$ cat src/rtl/frs_sequencer.sv
// Four-lane collector for the Daub-6 final reconstruction stage: gathers one sample per lane,
// then emits the floor-average (l0+l1+l2+l3)>>>2 through a registered valid/ready output.
module frs_sequencer #(
  parameter int DATA_WIDTH = 16,
  parameter int CNT_WIDTH  = 16
) (
  input  logic                    clk,
  input  logic                    rst_n,
  input  logic                    clr,
  input  logic [3:0]              lane_valid,
  input  logic [4*DATA_WIDTH-1:0] lane_data,
  output logic [3:0]              lane_ready,
  output logic                    out_valid,
  output logic [DATA_WIDTH-1:0]   out_data,
  input  logic                    out_ready,
  output logic [CNT_WIDTH-1:0]    set_count,
  output logic                    busy
);

  logic [3:0]                   full;
  logic signed [DATA_WIDTH-1:0] slot [4];
  logic signed [DATA_WIDTH+1:0] sum;
  logic [3:0]                   capture;
  logic                         fire;

  assign lane_ready = ~full;
  assign capture    = lane_valid & ~full;
  assign fire       = (&full) & (~out_valid | out_ready);
  assign busy       = (|full) | out_valid;

  // Two guard bits make the 4-way sum exact; size cast sign-extends each slot.
  always_comb begin
    sum = '0;
    for (int unsigned i = 0; i < 4; i++) begin
      sum = sum + (DATA_WIDTH+2)'(slot[i]);
    end
  end

  always_ff @(posedge clk or negedge rst_n) begin
    if (!rst_n) begin
      full      <= '0;
      out_valid <= 1'b0;
      out_data  <= '0;
      set_count <= '0;
      for (int unsigned i = 0; i < 4; i++) begin
        slot[i] <= '0;
      end
    end else if (clr) begin
      full      <= '0;
      out_valid <= 1'b0;
      set_count <= '0;
    end else begin
      for (int unsigned i = 0; i < 4; i++) begin
        if (capture[i]) begin
          full[i] <= 1'b1;
          slot[i] <= lane_data[i*DATA_WIDTH +: DATA_WIDTH];
        end
      end
      // fire only happens with every slot full, so it never collides with a capture
      if (fire) begin
        full      <= '0;
        out_data  <= DATA_WIDTH'(sum >>> 2);
        out_valid <= 1'b1;
        set_count <= set_count + CNT_WIDTH'(1);
      end else if (out_valid && out_ready) begin
        out_valid <= 1'b0;
      end
    end
  end

endmodule

$ cat config.mk
export PLATFORM = sky130hd
export DESIGN_NAME = frs_sequencer
export DESIGN_NICKNAME = d
export VERILOG_FILES = /design/src/rtl/frs_sequencer.sv
export SDC_FILE = /design/constraint.sdc
export NUM_CORES = 1
export LEC_CHECK = 0
export CORE_MARGIN = 2
export CORE_UTILIZATION = 35
export DETAILED_ROUTE_END_ITERATION = 8
export GPL_TIMING_DRIVEN = 0
export MAX_ROUTING_LAYER = met4
export PLACE_DENSITY = 0.56
export SETUP_SLACK_MARGIN = 0.4
export SYNTH_ARGS = -nofsm -noshare
export SYNTH_HDL_FRONTEND = slang
export SYNTH_SLANG_ARGS = --single-unit
$ cat constraint.sdc
create_clock -name clk -period 3.1 [get_ports clk]
set_input_delay 0.31 -clock clk [delete_from_list [all_inputs] [get_ports clk]]
set_output_delay 0.31 -clock clk [all_outputs]
set_load 0.02 [all_outputs]
==> reports/qor.csv <==
stage;metric;value;unit
place;RePlAce Congestion;0.872;
global_route;total global routing track utilization;18.4;%
logic_synthesis;Synth Area in Adders;15.6;%
timing;fmax;326;MHz
clock_tree;CTS Buf Count;9;
clock_tree;clk sinks;101;
global_route;largest net degree at the start of global routing;53;
logic_synthesis;ys async rst share;100;%
power;Total Power;7570;uW
detailed_routing;via count;4347;
critical_path;CP max stage delay;520;ps
final_layout;Filler cells;1423;
timing;RSZ-0062 raised after global routing;true;
final_layout;post-route design area;0.00765;mm2
logic_synthesis;synth top area cells;dfrtp_1 (46%), fa_1 (12%), o21ai_0 (7.6%);
detailed_routing;DR pass1 iterations;4;
logic_synthesis;post-synth top area cell;dfrtp_1;
logic_synthesis;Synth Instances;579;
power;Pwr Density;991;mW/mm2
die;die area;0.0168;mm2
critical_path;WP buf/inv;4;
logic_synthesis;Yosys top cell area share;45.7;%
critical_path;critical path fanouts, max;2;
timing;Final Setup Violations;0;
die;Die Y;130;um
logic_synthesis;Post-synth top flop;dfrtp_1;
logic_synthesis;EDFF count, synth;0;
place;dpl cell area;0.00693;mm2
die;Core Rows;45;
timing;Period minus WS final;3070;ps
timing;worst slew pin tran;970;ps
detailed_routing;antenna-violating nets left;0;
die;Core Box Area;0.0153;mm2
critical_path;Req. time, crit path;3320;ps
final_layout;P&R area growth vs syn;38.3;%
die;# IOs;110;
final_layout;Inserted Diodes;0;
run_status;failing checks;negative hold slack;
clock_tree;maximum clock path buffer count;2;
logic_synthesis;post-synthesis sequential area ratio;45.7;%
die;Die W;130;um
clock_tree;CTS tree;yes;
run;max_cap viols;0;
place;IO buf count;109;
global_route;initial antenna violation count;0;
logic_synthesis;synth warn;0;
critical_path;Crit Path Class;reg2reg;
run_status;status;finished, violations left;
power;Worst VDD drop;0.000597;V
clock_tree;htree depth;3;
global_route;global-route wire length before repair;22900;um
global_route;Overflow after GRT;0;
logic_synthesis;largest family of logic cells by synthesized area;adder cells;
detailed_routing;Post-Route WL;14400;um
timing;skew final;6.53;ps
global_route;vias in the first global route;4579;
logic_synthesis;multiplexer share of the synthesized area;1.02;%
logic_synthesis;Mapped Nets;700;
place;Place WS;-143;ps
critical_path;Slowest-stage cell, CP;fa_1;
critical_path;crit path launch type;register;
logic_synthesis;XOR/XNOR Fraction of Synth Area;4.59;%
final_layout;share of layout cells above drive strength 1;14.1;%
logic_synthesis;mean area per synthesized cell;9.55;um2
timing;Pins Over Slew Limit;0;
timing;final hold vios;9;
critical_path;Top delay family on crit path;adder cells;
clock_tree;Clock transition at path regs;70;ps
hold_path;Worst Hold Class;in2async;
timing;Tcrit/Tclk final;99.0;%
clock_tree;Worst-Skew Late Latency;350;ps
detailed_routing;per-cell routed wire length;15.4;um
place;DP Wirelength;10700;um
critical_path;worst path cell trace;inv_1, fa_1, fa_1, inv_1, fa_2, a211oi_2, o21bai_2, buf_4, buf_6, a21oi_4, xor2_1, o21ai_1;
clock_tree;hold_buf cts;0;
timing;worst hold margin;-18.7;ps
detailed_routing;via/cell ratio;4.66;
logic_synthesis;Netlist cell types;44;
die;Initial Utilization;36.1;%
logic_synthesis;mapped cell area;0.00553;mm2
final_layout;Final #Nets;837;
logic_synthesis;synth cell count leaders;dfrtp_1 (101), inv_1 (98), nand2_1 (97);
timing;Final WS setup;32.3;ps
critical_path;CP Capture Type;register;
detailed_routing;post-route DRC violation count;0;
timing;max_slew headroom;35.2;%
logic_synthesis;Compound-Gate Fraction of Synth Area;12.2;%
logic_synthesis;Seq cells post-synth;101;
power;Pleak;0.00336;uW
clock_tree;clk root buf;clkbuf_16;
critical_path;Data arrival, critical path;3280;ps
logic_synthesis;Simple-Gate Fraction of Synth Area;12.8;%
logic_synthesis;most common cell in the netlist;dfrtp_1;
detailed_routing;DR iter-0 viols;184;
-- kinds of logic after synthesis --
group                      after synthesis
buffers and inverters                  117
xor gates and xnor gates                29
DFF                                    101
adders and majority gates               49
and+or+nand+nor                        155
AOI/OAI and AO/OA                      123
muxes                                    5
-- where the power goes --
part	leakage, uW	total, uW	internal (uW)	switching [uW]
clock	0.000153	1210	708	504
sequential	0.00127	1670	1560	104
combinational	0.00194	4690	2190	2510
-- final timing paths --
kind | from | to | slack (ps) | depth (start not counted)
worst max-delay path | slot[2] | out_data[5] | 30 | 12
worst min-delay path | rst_n | set_count[6] | -20 | 1
worst max register to register | slot[2] | out_data[5] | 30 | 12
worst min register to register | out_data[11] | out_data[11] | 480 | 2
max in group asynchronous | rst_n | slot[27] | 2410 | 2
min in group clk | out_data[11] | out_data[11] | 480 | 2
-- layer usage --
metal	vias up	GRT usage, %	part of all wire, %
met3	20	3.26	4.2
met5	-	-	0
met1	2098	24.2	47
met2	117	28.5	46
met4	0	7.27	2.6
li1	2112	-	-
-- cell type report --
type / count / area (um2) / area share, %
Multi-Input combinational cell: 361 / 2840 / 37.2
Sequential cell: 101 / 2530 / 33.1
Timing Repair Buffer: 126 / 1240 / 16.3
Inverter: 98 / 368 / 4.81
Tap cell: 211 / 264 / 3.45
Clock buffer: 10 / 229 / 2.99
Clock inverter: 6 / 86.3 / 1.13
Buffer: 19 / 83.8 / 1.10
-- metrics by stage --
stage	instances	TNS, ps	util, %
after floorplan	579	0	-
after global placement	899	-212000	45.1
after detailed placement	900	-505	45.3
after CTS	927	0	49.2
after global routing	932	-504	49.9
final	932	0	49.9
-- cell usage in the layout (no fill, tap or decap), types with 3 or more instances in the layout --
master | Yosys | routed
a21oi_1 | 19 | 8
a21oi_2 | 0 | 8
a21oi_4 | 0 | 3
and3_1 | 3 | 3
and4_1 | 3 | 3
buf_4 | 0 | 16
buf_6 | 1 | 3
clkbuf_1 | 15 | 16
clkbuf_16 | 0 | 9
clkdlybuf4s50_1 | 0 | 108
dfrtp_1 | 101 | 101
fa_1 | 33 | 32
ha_1 | 16 | 5
ha_2 | 0 | 4
ha_4 | 0 | 7
inv_1 | 98 | 87
inv_2 | 0 | 11
mux2_2 | 5 | 5
nand2_1 | 97 | 94
nand2_2 | 0 | 3
nand3_1 | 12 | 11
nor2_1 | 20 | 19
nor3b_1 | 4 | 4
o21a_1 | 4 | 4
o21ai_0 | 84 | 70
o21ai_1 | 2 | 11
o21ai_2 | 0 | 5
o31ai_4 | 0 | 3
xnor2_1 | 12 | 10
xor2_1 | 17 | 17
-- sequential cells by signal, summed over array words and instances (netlist names) --
name	flops
out_valid	1
set_count	16
slot	64
full	4
out_data	16
-- repair_timing --
item,CTS,global route
resized for setup,61,13
buffers inserted,11,5
setup endpoints to repair,13,13
pin swaps,33,16
Note: power is estimated with default switching activity, not from simulation.
